--- src/rtl/mem_access_unit.sv ---
// rtl/mem_access_unit.sv - byte-addressed load/store unit with fixed-latency read and sub-word read-modify-write
// Define MEM_ACCESS_ALIGN_CHECK_EN to build misalignment detection (ERR state, misalign pulse).
module mem_access_unit #(
  parameter int MEM_LATENCY = 1
) (
  input  logic        clk,
  input  logic        reset,
  input  logic        start,
  input  logic [31:0] addr,
  input  logic        we,
  input  logic [1:0]  size,
  input  logic        load_unsigned,
  input  logic [31:0] wdata,
  input  logic [31:0] mem_rdata,
  output logic [31:0] mem_addr,
  output logic        mem_wr,
  output logic [31:0] mem_wdata,
  output logic [31:0] rdata,
  output logic        busy,
  output logic        done,
  output logic        misalign
);

`ifdef MEM_ACCESS_ALIGN_CHECK_EN
  typedef enum logic [2:0] {S_IDLE, S_RWAIT, S_WRITE, S_DONE, S_ERR} state_t;
`else
  typedef enum logic [2:0] {S_IDLE, S_RWAIT, S_WRITE, S_DONE} state_t;
`endif

  localparam logic [3:0] LAT4 = 4'(MEM_LATENCY);

  state_t      state_q, state_d;
  logic [3:0]  cnt_q, cnt_d;
  logic [31:0] addr_q, addr_d;
  logic        we_q, we_d;
  logic [1:0]  size_q, size_d;
  logic        lu_q, lu_d;
  logic [31:0] wdata_q, wdata_d;
  logic [31:0] rword_q, rword_d;
  logic [31:0] rdata_q, rdata_d;

  logic        in_half, in_byte, in_word, mis_in;
  logic        q_half, q_byte, q_word;
  logic [4:0]  byte_sh, half_sh;
  logic [31:0] lane_sh, load_ext, lane_mask, lane_ins, merged;

  assign in_half = (size == 2'b01);
  assign in_byte = (size == 2'b10);
  assign in_word = !in_half && !in_byte;
  assign q_half  = (size_q == 2'b01);
  assign q_byte  = (size_q == 2'b10);
  assign q_word  = !q_half && !q_byte;
  assign byte_sh = {addr_q[1:0], 3'b000};
  assign half_sh = {addr_q[1], 4'b0000};

`ifdef MEM_ACCESS_ALIGN_CHECK_EN
  assign mis_in = (in_half && addr[0]) || (in_word && (addr[1:0] != 2'b00));
`else
  assign mis_in = 1'b0;
`endif

  // Lane extraction works on the word arriving this cycle so rdata is ready on entry to DONE.
  always_comb begin : lane_logic
    lane_sh   = q_half ? (mem_rdata >> half_sh) : (mem_rdata >> byte_sh);
    load_ext  = mem_rdata;
    lane_mask = 32'h0000_0000;
    lane_ins  = 32'h0000_0000;
    if (q_byte) begin
      load_ext  = {{24{~lu_q & lane_sh[7]}}, lane_sh[7:0]};
      lane_mask = 32'h0000_00FF << byte_sh;
      lane_ins  = {24'h00_0000, wdata_q[7:0]} << byte_sh;
    end else if (q_half) begin
      load_ext  = {{16{~lu_q & lane_sh[15]}}, lane_sh[15:0]};
      lane_mask = 32'h0000_FFFF << half_sh;
      lane_ins  = {16'h0000, wdata_q[15:0]} << half_sh;
    end
    merged = q_word ? wdata_q : ((rword_q & ~lane_mask) | lane_ins);
  end

  always_ff @(posedge clk or negedge reset) begin : state_reg
    if (!reset) begin
      state_q <= S_IDLE;
      cnt_q   <= 4'd0;
      addr_q  <= 32'd0;
      we_q    <= 1'b0;
      size_q  <= 2'b00;
      lu_q    <= 1'b0;
      wdata_q <= 32'd0;
      rword_q <= 32'd0;
      rdata_q <= 32'd0;
    end else begin
      state_q <= state_d;
      cnt_q   <= cnt_d;
      addr_q  <= addr_d;
      we_q    <= we_d;
      size_q  <= size_d;
      lu_q    <= lu_d;
      wdata_q <= wdata_d;
      rword_q <= rword_d;
      rdata_q <= rdata_d;
    end
  end

  always_comb begin : next_state
    state_d = state_q;
    cnt_d   = cnt_q;
    addr_d  = addr_q;
    we_d    = we_q;
    size_d  = size_q;
    lu_d    = lu_q;
    wdata_d = wdata_q;
    rword_d = rword_q;
    rdata_d = rdata_q;
    case (state_q)
      S_IDLE: begin
        if (start) begin
          addr_d  = addr;
          we_d    = we;
          size_d  = size;
          lu_d    = load_unsigned;
          wdata_d = wdata;
          if (mis_in) begin
`ifdef MEM_ACCESS_ALIGN_CHECK_EN
            state_d = S_ERR;
`endif
          end else if (we && in_word) begin
            state_d = S_WRITE;
          end else begin
            state_d = S_RWAIT;
            cnt_d   = LAT4;
          end
        end
      end
      S_RWAIT: begin
        cnt_d = cnt_q - 4'd1;
        if (cnt_q == 4'd1) begin
          rword_d = mem_rdata;
          if (we_q) begin
            state_d = S_WRITE;
          end else begin
            state_d = S_DONE;
            rdata_d = load_ext;
          end
        end
      end
      S_WRITE: state_d = S_DONE;
      S_DONE:  state_d = S_IDLE;
`ifdef MEM_ACCESS_ALIGN_CHECK_EN
      S_ERR:   state_d = S_IDLE;
`endif
      default: state_d = S_IDLE;
    endcase
  end

  always_comb begin : outputs
    mem_addr  = {addr_q[31:2], 2'b00};
    mem_wr    = (state_q == S_WRITE);
    mem_wdata = (state_q == S_WRITE) ? merged : 32'd0;
    rdata     = rdata_q;
    busy      = (state_q != S_IDLE);
    done      = (state_q == S_DONE);
`ifdef MEM_ACCESS_ALIGN_CHECK_EN
    misalign  = (state_q == S_ERR);
`else
    misalign  = 1'b0;
`endif
  end

endmodule
--- config.mk ---
export PLATFORM = sky130hd
export DESIGN_NAME = mem_access_unit
export DESIGN_NICKNAME = d
export VERILOG_FILES = /design/src/rtl/mem_access_unit.sv
export SDC_FILE = /design/constraint.sdc
export NUM_CORES = 1
export LEC_CHECK = 0
export ABC_AREA = 1
export ABC_CLOCK_PERIOD_IN_PS = 4000
export CORE_UTILIZATION = 35
export CTS_CLUSTER_DIAMETER = 150
export DETAILED_ROUTE_END_ITERATION = 10
export SLEW_MARGIN = 20
export SYNTH_ARGS = -nofsm -noshare
export SYNTH_HDL_FRONTEND = slang
export SYNTH_SLANG_ARGS = --single-unit
--- constraint.sdc ---
create_clock -name clk -period 4 [get_ports clk]
set_input_delay 0.6 -clock clk [delete_from_list [all_inputs] [get_ports clk]]
set_output_delay 0.6 -clock clk [all_outputs]
set_load 0.01 [all_outputs]
# --- Word level (Yosys, flattened, before mapping) ---
# Index checks and enable logic that the tools add are counted.
totals:
  reg_bits: 139
  in_bits: 103
  out_inout_bits: 100
  word_cells: 66
op_classes:
  addsub: 1
  n_eq_ne: 11
  n_shift: 6
  muxes: 17
  n_bitwise: 7
  reduce_logical: 15
ops:
  columns: ["op", "count"]
  rows:
  - ["32-bit 2-to-1 mux", 8]
  - ["32-bit by 5-bit >> shifter with 16-bit output", 2]
  - ["32-bit bitwise AND", 1]
  - ["32-bit NOT", 1]
  - ["32-bit OR", 1]
  - ["16-bit by 5-bit left shift with 32-bit output", 1]
  - ["16-bit by 5-bit left shift with 32-bit output, first input constant", 1]
  - ["8-bit by 5-bit left shift with 32-bit output", 1]
  - ["8-bit by 5-bit left shift with 32-bit output, first input constant", 1]
  - ["16-bit 2-to-1 mux", 1]
  - ["3-bit case mux with 3 select lines", 1]
  - ["4-bit 2-to-1 mux", 2]
  - ["4-bit case mux with 2 select lines", 1]
  - ["3-bit by 2-bit == test with 1-bit output, second input constant", 2]
  - ["3-bit 2-to-1 mux", 2]
  - ["2-bit != test, second input constant", 3]
  - ["2-bit AND reduction", 3]
  - ["3-bit AND reduction", 2]
  - ["2-bit by 1-bit == test with 1-bit output, second input constant", 2]
  - ["2-bit == test, second input constant", 2]
  - ["4-bit by 1-bit == test with 1-bit output, second input constant", 1]
  - ["1-bit logical NOT", 4]
  - ["4-bit by 1-bit subtractor with 4-bit output, second input constant", 1]
  - ["3-bit by 1-bit == test with 1-bit output, second input constant", 1]
  - ["8 further kinds", 12]

# --- Logic depth before layout (Yosys ltp) ---
# Gate-level depths: netlist of run 1.
depth:
  depth_word: 8
  ltp_mapped: 12
  mapped_depth_nobuf: 11

# --- Worst setup path before layout of run 1 ---
# OpenSTA, ideal clock, no wires.
synth_path:
  path_type: "flip-flop to output port"
  startpoint: "reg size_q[0]"
  endpoint: "out mem_wdata[16]"
  arrival_time_ns: 1.537
  required_ns: 3.400
  path_slack_ns: 1.863
  path_stages_with_launch: 9
  n_path_buf: 1
  path_cell_list: "dfrtp_1 -> inv_1 -> ha_1 -> buf_2 -> inv_2 -> nand3_1 -> nand2_1 -> a21oi_1 -> a21oi_1"
synth_between:
  elab_chain_cells: 8
  word_cells_on_any_way: 14
  cone_classes: "eq/ne (2); mux (6); bitwise (3); reduce/logical (3)"
synth_rtl:
  columns: ["item", "line_no", "rtl"]
  rows:
  - ["from (decl)", "36", "logic [1:0] size_q, size_d;"]
  - ["from (signal assigned)", "96", "size_q <= size_d;"]
  - ["2-bit by 1-bit == test with 1-bit output", "50", "assign q_half = (size_q == 2'b01);"]
  - ["32-bit 2-to-1 mux", "72", "end else if (q_half) begin"]
  - ["32-bit 2-to-1 mux", "68", "if (q_byte) begin"]
  - ["32-bit NOT", "77", "merged = q_word ? wdata_q : ((rword_q & ~lane_mask) | lane_ins);"]
  - ["32-bit bitwise AND", "77", null]
  - ["32-bit OR", "77", null]
  - ["32-bit 2-to-1 mux *", "77", null]
  - ["32-bit 2-to-1 mux *", "158", "mem_wdata = (state_q == S_WRITE) ? merged : 32'd0;"]
  - ["to (decl)", "17", "output logic [31:0] mem_wdata,"]
# Mark *: on every way between the ends. The rest lies on a longest branch, timed or not.

# --- Final worst setup path of run 1 ---
layout_path:
  startpoint: "reg size_q[0]"
  endpoint: "out mem_wdata[6]"
# The elaborated chain is that of the path after synthesis.

==> results of run 1 <==
==> registers in the layout, summed over array words and instances, names as in the netlist <==
signal   cells
addr_q      32
cnt_q        4
lu_q         1
rdata       32
rword_q     32
size_q       2
state_q      2
wdata_q     32
we_q         1
==> metrics by stage <==
stage | util [%] | hold WS [ps] | cell area [um^2]
2_1_floorplan | - | 304.4 | 7172
3_3_place_gp | 46.29 | 460.2 | 9156
3_5_place_dp | 46.29 | 463.3 | 9156
4_1_cts | 49.61 | 328.5 | 9814
5_1_grt | 49.61 | 358.4 | 9814
6_report | 49.61 | 272.0 | 9814
==> worst reg2reg max path: stages, from the launching register on <==
cell and delay, ps:
dfrtp_1 400, inv_1 110, ha_1 240, nand2_1 130
nor2_4 500, inv_2 390, a21oi_1 220, nand3_1 110
nand2_1 70, inv_1 30
==> power by group through the flow <==
stage	clock network [mW]	logic, mW	registers (mW)
detailed placement	0	4.29	2.59
global placement	0	4.25	2.59
finish	1.75	4.29	2.59
global route	1.85	4.75	2.68
CTS	1.78	4.31	2.59
floorplan	0	2.71	2.47
==> layout make-up <==
type | instances | share of cell area [%]
Clock buffer | 19 | 4.513
Clock inverter | 13 | 2.193
Inverter | 87 | 3.327
Multi-Input combinational cell | 543 | 30.25
Sequential cell | 138 | 35.19
Tap cell | 265 | 3.378
Timing Repair Buffer | 210 | 21.15
==> routing by layer <==
layer / global-route usage (%) / vias to the layer above / wire (um)
li1: - / 3040 / -
met1: 29.24 / 2908 / 10050
met2: 32.93 / 266 / 9658
met3: 6.478 / 36 / 1782
met4: 8.579 / 0 / 614
met5: 0 / - / 0
==> how the worst min path moves through the flow <==
| stage | startpoint | to | slack, ps | depth (start not counted) |
|---|---|---|---|---|
| floorplan | reset | addr_q[0] | 300 | 0 |
| global placement | rword_q[22] | rword_q[22] | 460 | 2 |
| detailed placement | rword_q[22] | rword_q[22] | 460 | 2 |
| CTS | reset | addr_q[4] | 330 | 1 |
| global route | reset | addr_q[11] | 360 | 1 |
| finish | reset | addr_q[11] | 270 | 1 |
==> cells by family after synthesis <==
family,count (synthesis)
xor+xnor,2
flops,138
compound gates,178
buf+inv,159
mux,48
simple gates,303
fa+ha+maj,9
other cells,1
==> placed cells by master, fill, tap and decap left out, types with 2 or more instances in the layout <==
cell type,instances
a21oi_1,91
a31oi_1,6
buf_4,11
bufinv_16,5
clkbuf_16,17
clkdlybuf4s50_1,198
clkinvlp_4,4
conb_1,3
dfrtp_1,138
ha_1,9
inv_1,79
inv_2,7
inv_6,3
mux2_2,48
nand2_1,167
nand2_2,4
nand3_1,50
nand3_2,3
nand3_4,2
nand4_1,3
nor2_1,51
nor2_2,2
nor2_4,3
o2111ai_1,2
o211ai_1,2
o21ai_0,57
o21ai_1,2
o22a_1,4
o22ai_1,11
o31ai_1,3
or2_2,16
==> flow_metrics.env, run 1 <==
export IMPL_dieHeight_um=145.1
export IMPL_synth_top_family_by_area="simple AND/OR/NAND/NOR gates"
export IMPL_fin_ws_ps=379.1
export IMPL_dp_cells=1243
export IMPL_worst_pin_slew_ps=922.7
export IMPL_synth_adder_area_share_pct=1.572
export IMPL_p_sw_share_pct=39.55
export IMPL_endpoint="mem_wdata[6]"
export IMPL_r2r_cells=9
export IMPL_power_density_nw_per_um2=879.0
export IMPL_die_w_um=145.1
export IMPL_final_antenna_net_count=0
export IMPL_pwr_share_clk_pct=20.3
export IMPL_seqCellArea_um2=3453
export IMPL_clk_pin_slew_ps=60
export IMPL_period_minus_slack_ps=3621
export IMPL_grt_max_degree=100
export IMPL_antenna_found_initial=0
export IMPL_htreeDepth=4
export IMPL_cts_buffers_inserted=17
export IMPL_synth_commonest_cells="nand2_1 (168), dfrtp_1 (138), a21oi_1 (91)"
export IMPL_dp_final_hpwl_um=16430
export IMPL_r2r_end="rdata[19]"
export IMPL_nFillCells=1894
export IMPL_post_route_period_util_pct=90.52
export IMPL_ios=203
export IMPL_yosysWarnings=0
export IMPL_fp_dieArea_um2=21050
export IMPL_maxCapViolCount=0
export IMPL_yosysTopAreaCellShare_pct=48.20
export IMPL_clockBufferDepth=2
export IMPL_postCtsHoldBufs=0
export IMPL_multiInputGateArea_um2=2969
export IMPL_initial_utilization_pct=36.22
export IMPL_yosysSeqAreaShare_pct=48.20
export IMPL_grt_setup_unrepaired="no"
export IMPL_netlist_area_um2=7164
export IMPL_synthMostInstantiatedCell="nand2_1"
export IMPL_critPathSlowestCell="clkdlybuf4s50_1"
export IMPL_area_growth_pct=36.99
export IMPL_cp_required_ps=3400
export IMPL_cts_setup_buffers=0
export IMPL_syn_inst=838
export IMPL_crit_path_start="size_q[0]"
export IMPL_cpMostUsedCell="inv_1"
export IMPL_ys_ff_latch=138
export IMPL_critPathBufInv=3
export IMPL_clock_sinks=138
export IMPL_finalHoldViolCount=0
export IMPL_post_route_drc_count=0
export IMPL_synth_xor_area_share_pct=0.2445
export IMPL_final_max_slew_viol_count=0
export IMPL_switchingPower_mw=3.412
export IMPL_slowest_delay_ps=590
export IMPL_finClkSkew_ps=9.910
export IMPL_ys_async_sr_fraction_pct=100.0
export IMPL_cts_root_buf="clkbuf_16"
export IMPL_p_int_mw=5.215
export IMPL_status="complete, no violations"
export IMPL_synth_area_leaders="dfrtp_1 (48%), nand2_1 (8.8%), mux2_2 (7.5%)"
export IMPL_vias_per_cell=4.902
export IMPL_relSlewSlack_pct=38.48
export IMPL_num_vias=6250
export IMPL_ys_types=34
export IMPL_drt_pre_antenna_iters=5
export IMPL_wire_per_inst_um=17.34
export IMPL_synth_area_per_cell_um2=8.549
export IMPL_portBuffers=199
export IMPL_netlist_top_cell_by_area="dfrtp_1"
export IMPL_seq_power_share_pct=30.0
export IMPL_ff2ff_setup_slack_ps=1700
export IMPL_path_max_fanout=15
export IMPL_setup_viol=0
export IMPL_clock_latency_ps=420
export IMPL_cts_repair_resized=0
export IMPL_crit_family="buffers and inverters"
export IMPL_grt_pass1_vias=6170
export IMPL_gp_congestion=0.9125
export IMPL_fin_tns_setup_ps=0
export IMPL_timing_rr_start="state_q[1]"
export IMPL_synthSimpleGateAreaFrac_pct=18.60
export IMPL_crit_arrival_ps=3020
export IMPL_drive_gt1_share_pct=12.77
export IMPL_drt_initial_drc_count=434
export IMPL_ir_drop_v=0.0003765
export IMPL_synth_compound_area_share_pct=13.22
export IMPL_overflow=0
export IMPL_synth_mux_area_share_pct=7.545
export IMPL_finalWirelength_um=22110
export IMPL_pwr_share_comb_pct=49.7
export IMPL_end_kind="output pin"
export IMPL_finalPower_mw=8.627
export IMPL_synth_ff_type="dfrtp_1"
export IMPL_n_antenna_cell=0
export IMPL_dp_slack_ps=847.1
export IMPL_path_depth=7
export IMPL_cts_tree="done"
export IMPL_core_um2=19780
export IMPL_final_cells=1275
export IMPL_grt_pass1_wl_um=35340
export IMPL_hp_class="in2async"
export IMPL_num_rows=51
export IMPL_critical_path_class="reg2out"
export IMPL_cp_cell_sequence="inv_1 -> ha_1 -> inv_1 -> nand3_1 -> nand2_1 -> a21oi_1 -> clkdlybuf4s50_1"
export IMPL_synth_enable_flop_cells=0
export IMPL_total_leakage_power_nw=4.478
export IMPL_nNetsFinal=1109
export IMPL_max_freq_mhz=276.2
export IMPL_startpoint_type="flop"
export IMPL_grt_util_all_layers_pct=21.82
Note: power is estimated with default switching activity, not from simulation.
==> run 2, diff against run 1 <==
Settings changed: CORE_ASPECT_RATIO set to 1.2, SETUP_SLACK_MARGIN set to 0.15.
==> run 2 against run 1 <==
  * Clock power down 3%
  * Fmax down 0.11%
  * Setup slack worse by 4.1 ps
  * Non-clock buffer count unchanged
  * Core utilization down 0.21 points
  * Sequential cell count unchanged
  * Cell count down 0.31%
  * Via count down 0.50%
  * Total power down 0.82%
  * Count of clock-buffer cells in the layout unchanged
  * Worst hold slack worse by 68 ps
  * Critical path type unchanged
  * Largest cell class unchanged
==> flow_metrics.env, run 2 (synthesized netlist as in run 1, its figures left out) <==
export IMPL_finalHoldViolCount=0
export IMPL_drt_initial_drc_count=381
export IMPL_portBuffers=199
export IMPL_cts_buffers_inserted=17
export IMPL_drive_gt1_share_pct=12.87
export IMPL_final_cells=1271
export IMPL_crit_path_start="size_q[0]"
export IMPL_gp_congestion=0.8609
export IMPL_ios=203
export IMPL_critPathSlowestCell="clkdlybuf4s50_1"
export IMPL_fin_ws_ps=375.1
export IMPL_die_w_um=132.6
export IMPL_post_route_period_util_pct=90.62
export IMPL_ff2ff_setup_slack_ps=1740
export IMPL_final_common_cell="clkdlybuf4s50_1"
export IMPL_worst_pin_slew_ps=730.6
export IMPL_relSlewSlack_pct=51.29
export IMPL_hp_class="in2async"
export IMPL_nNetsFinal=1109
export IMPL_dieHeight_um=158.7
export IMPL_overflow=0
export IMPL_maxCapViolCount=0
export IMPL_p_int_mw=5.165
export IMPL_status="complete, no violations"
export IMPL_cp_required_ps=3400
export IMPL_slowest_delay_ps=590
export IMPL_wire_per_inst_um=17.14
export IMPL_seqCellArea_um2=3453
export IMPL_clock_latency_ps=420
export IMPL_n_antenna_cell=0
export IMPL_timing_rr_start="state_q[1]"
export IMPL_core_um2=19830
export IMPL_power_density_nw_per_um2=873.5
export IMPL_grt_pass1_vias=6207
export IMPL_post_route_drc_count=0
export IMPL_grt_max_degree=78
export IMPL_multiInputGateArea_um2=2969
export IMPL_vias_per_cell=4.893
export IMPL_fp_dieArea_um2=21050
export IMPL_clockBufferDepth=2
export IMPL_critical_path_class="reg2out"
export IMPL_grt_util_all_layers_pct=20.86
export IMPL_startpoint_type="flop"
export IMPL_cts_tree="done"
export IMPL_crit_family="buffers and inverters"
export IMPL_dp_final_hpwl_um=16280
export IMPL_grt_setup_unrepaired="no"
export IMPL_postCtsHoldBufs=0
export IMPL_ir_drop_v=0.0003888
export IMPL_grt_pass1_wl_um=33710
export IMPL_cp_cell_sequence="inv_1 -> ha_1 -> inv_1 -> nand3_1 -> nand2_1 -> a21oi_1 -> clkdlybuf4s50_1"
export IMPL_p_sw_share_pct=39.63
export IMPL_period_minus_slack_ps=3625
export IMPL_cts_repair_resized=0
export IMPL_path_max_fanout=15
export IMPL_finalWirelength_um=21790
export IMPL_mostFrequentLayoutCells="clkdlybuf4s50_1 (198), nand2_1 (167), dfrtp_1 (138)"
export IMPL_initial_utilization_pct=36.13
export IMPL_nFillCells=1936
export IMPL_dp_slack_ps=809.7
export IMPL_pwr_share_comb_pct=50.1
export IMPL_max_freq_mhz=275.9
export IMPL_pwr_share_clk_pct=19.9
export IMPL_dp_cells=1239
export IMPL_drt_pre_antenna_iters=5
export IMPL_setup_viol=0
export IMPL_end_kind="output pin"
export IMPL_final_max_slew_viol_count=0
export IMPL_area_growth_pct=36.73
export IMPL_cpMostUsedCell="inv_1"
export IMPL_critPathBufInv=3
export IMPL_final_antenna_net_count=0
export IMPL_cts_setup_buffers=0
export IMPL_cts_root_buf="clkbuf_16"
export IMPL_clk_pin_slew_ps=60
export IMPL_antenna_found_initial=0
export IMPL_clock_sinks=138
export IMPL_finClkSkew_ps=7.300
export IMPL_fin_tns_setup_ps=0
export IMPL_htreeDepth=4
export IMPL_num_vias=6219
export IMPL_num_rows=56
export IMPL_fin_util_pct=49.40
export IMPL_total_leakage_power_nw=4.478
export IMPL_holdWs_ps=204.0
export IMPL_seq_power_share_pct=30.0
export IMPL_crit_arrival_ps=3020
export IMPL_switchingPower_mw=3.391
==> run 2: worst paths after layout <==
path / endpoint / cells past startpoint
worst min-delay path: addr_q[23] / 1
worst max-delay path: mem_wdata[6] / 7
worst max register to register: rdata[19] / 9
worst min register to register: rdata[0] / 2
max in group asynchronous: addr_q[16] / 2
min in group clk: rdata[0] / 2
==> run 2: final cells by class <==
type / count / area share, %
clock buffer: 19 / 4.624
tap: 261 / 3.334
sequential: 138 / 35.25
inverter: 87 / 3.334
timing repair buffer: 210 / 21.19
clock inverter: 13 / 1.954
multi-input combinational: 543 / 30.31
==> run 2: metrics by stage <==
step | power, mW | instance area [um^2]
floorplan | 5.183 | 7172
global placement | 6.823 | 9151
detailed placement | 6.873 | 9151
CTS | 8.620 | 9796
global route | 9.172 | 9796
finish | 8.556 | 9796
==> run 2: power groups by stage <==
stage                     Combinational (mW)  Sequential, mW  Clock (mW)
after floorplan                         2.71            2.47           0
after global placement                  4.25            2.57           0
after detailed placement                4.30            2.58           0
after CTS                               4.32            2.57        1.73
after global routing                    4.73            2.64        1.80
final                                   4.29            2.57        1.70
==> run 2: metal layers <==
metal | global-route usage [%] | wire length [um] | share of wire [%]
met1 | 26.33 | 9304 | 43
met2 | 32.85 | 9932 | 46
met3 | 5.045 | 1624 | 7.5
met4 | 11.02 | 926 | 4.3
met5 | 0 | 0 | 0
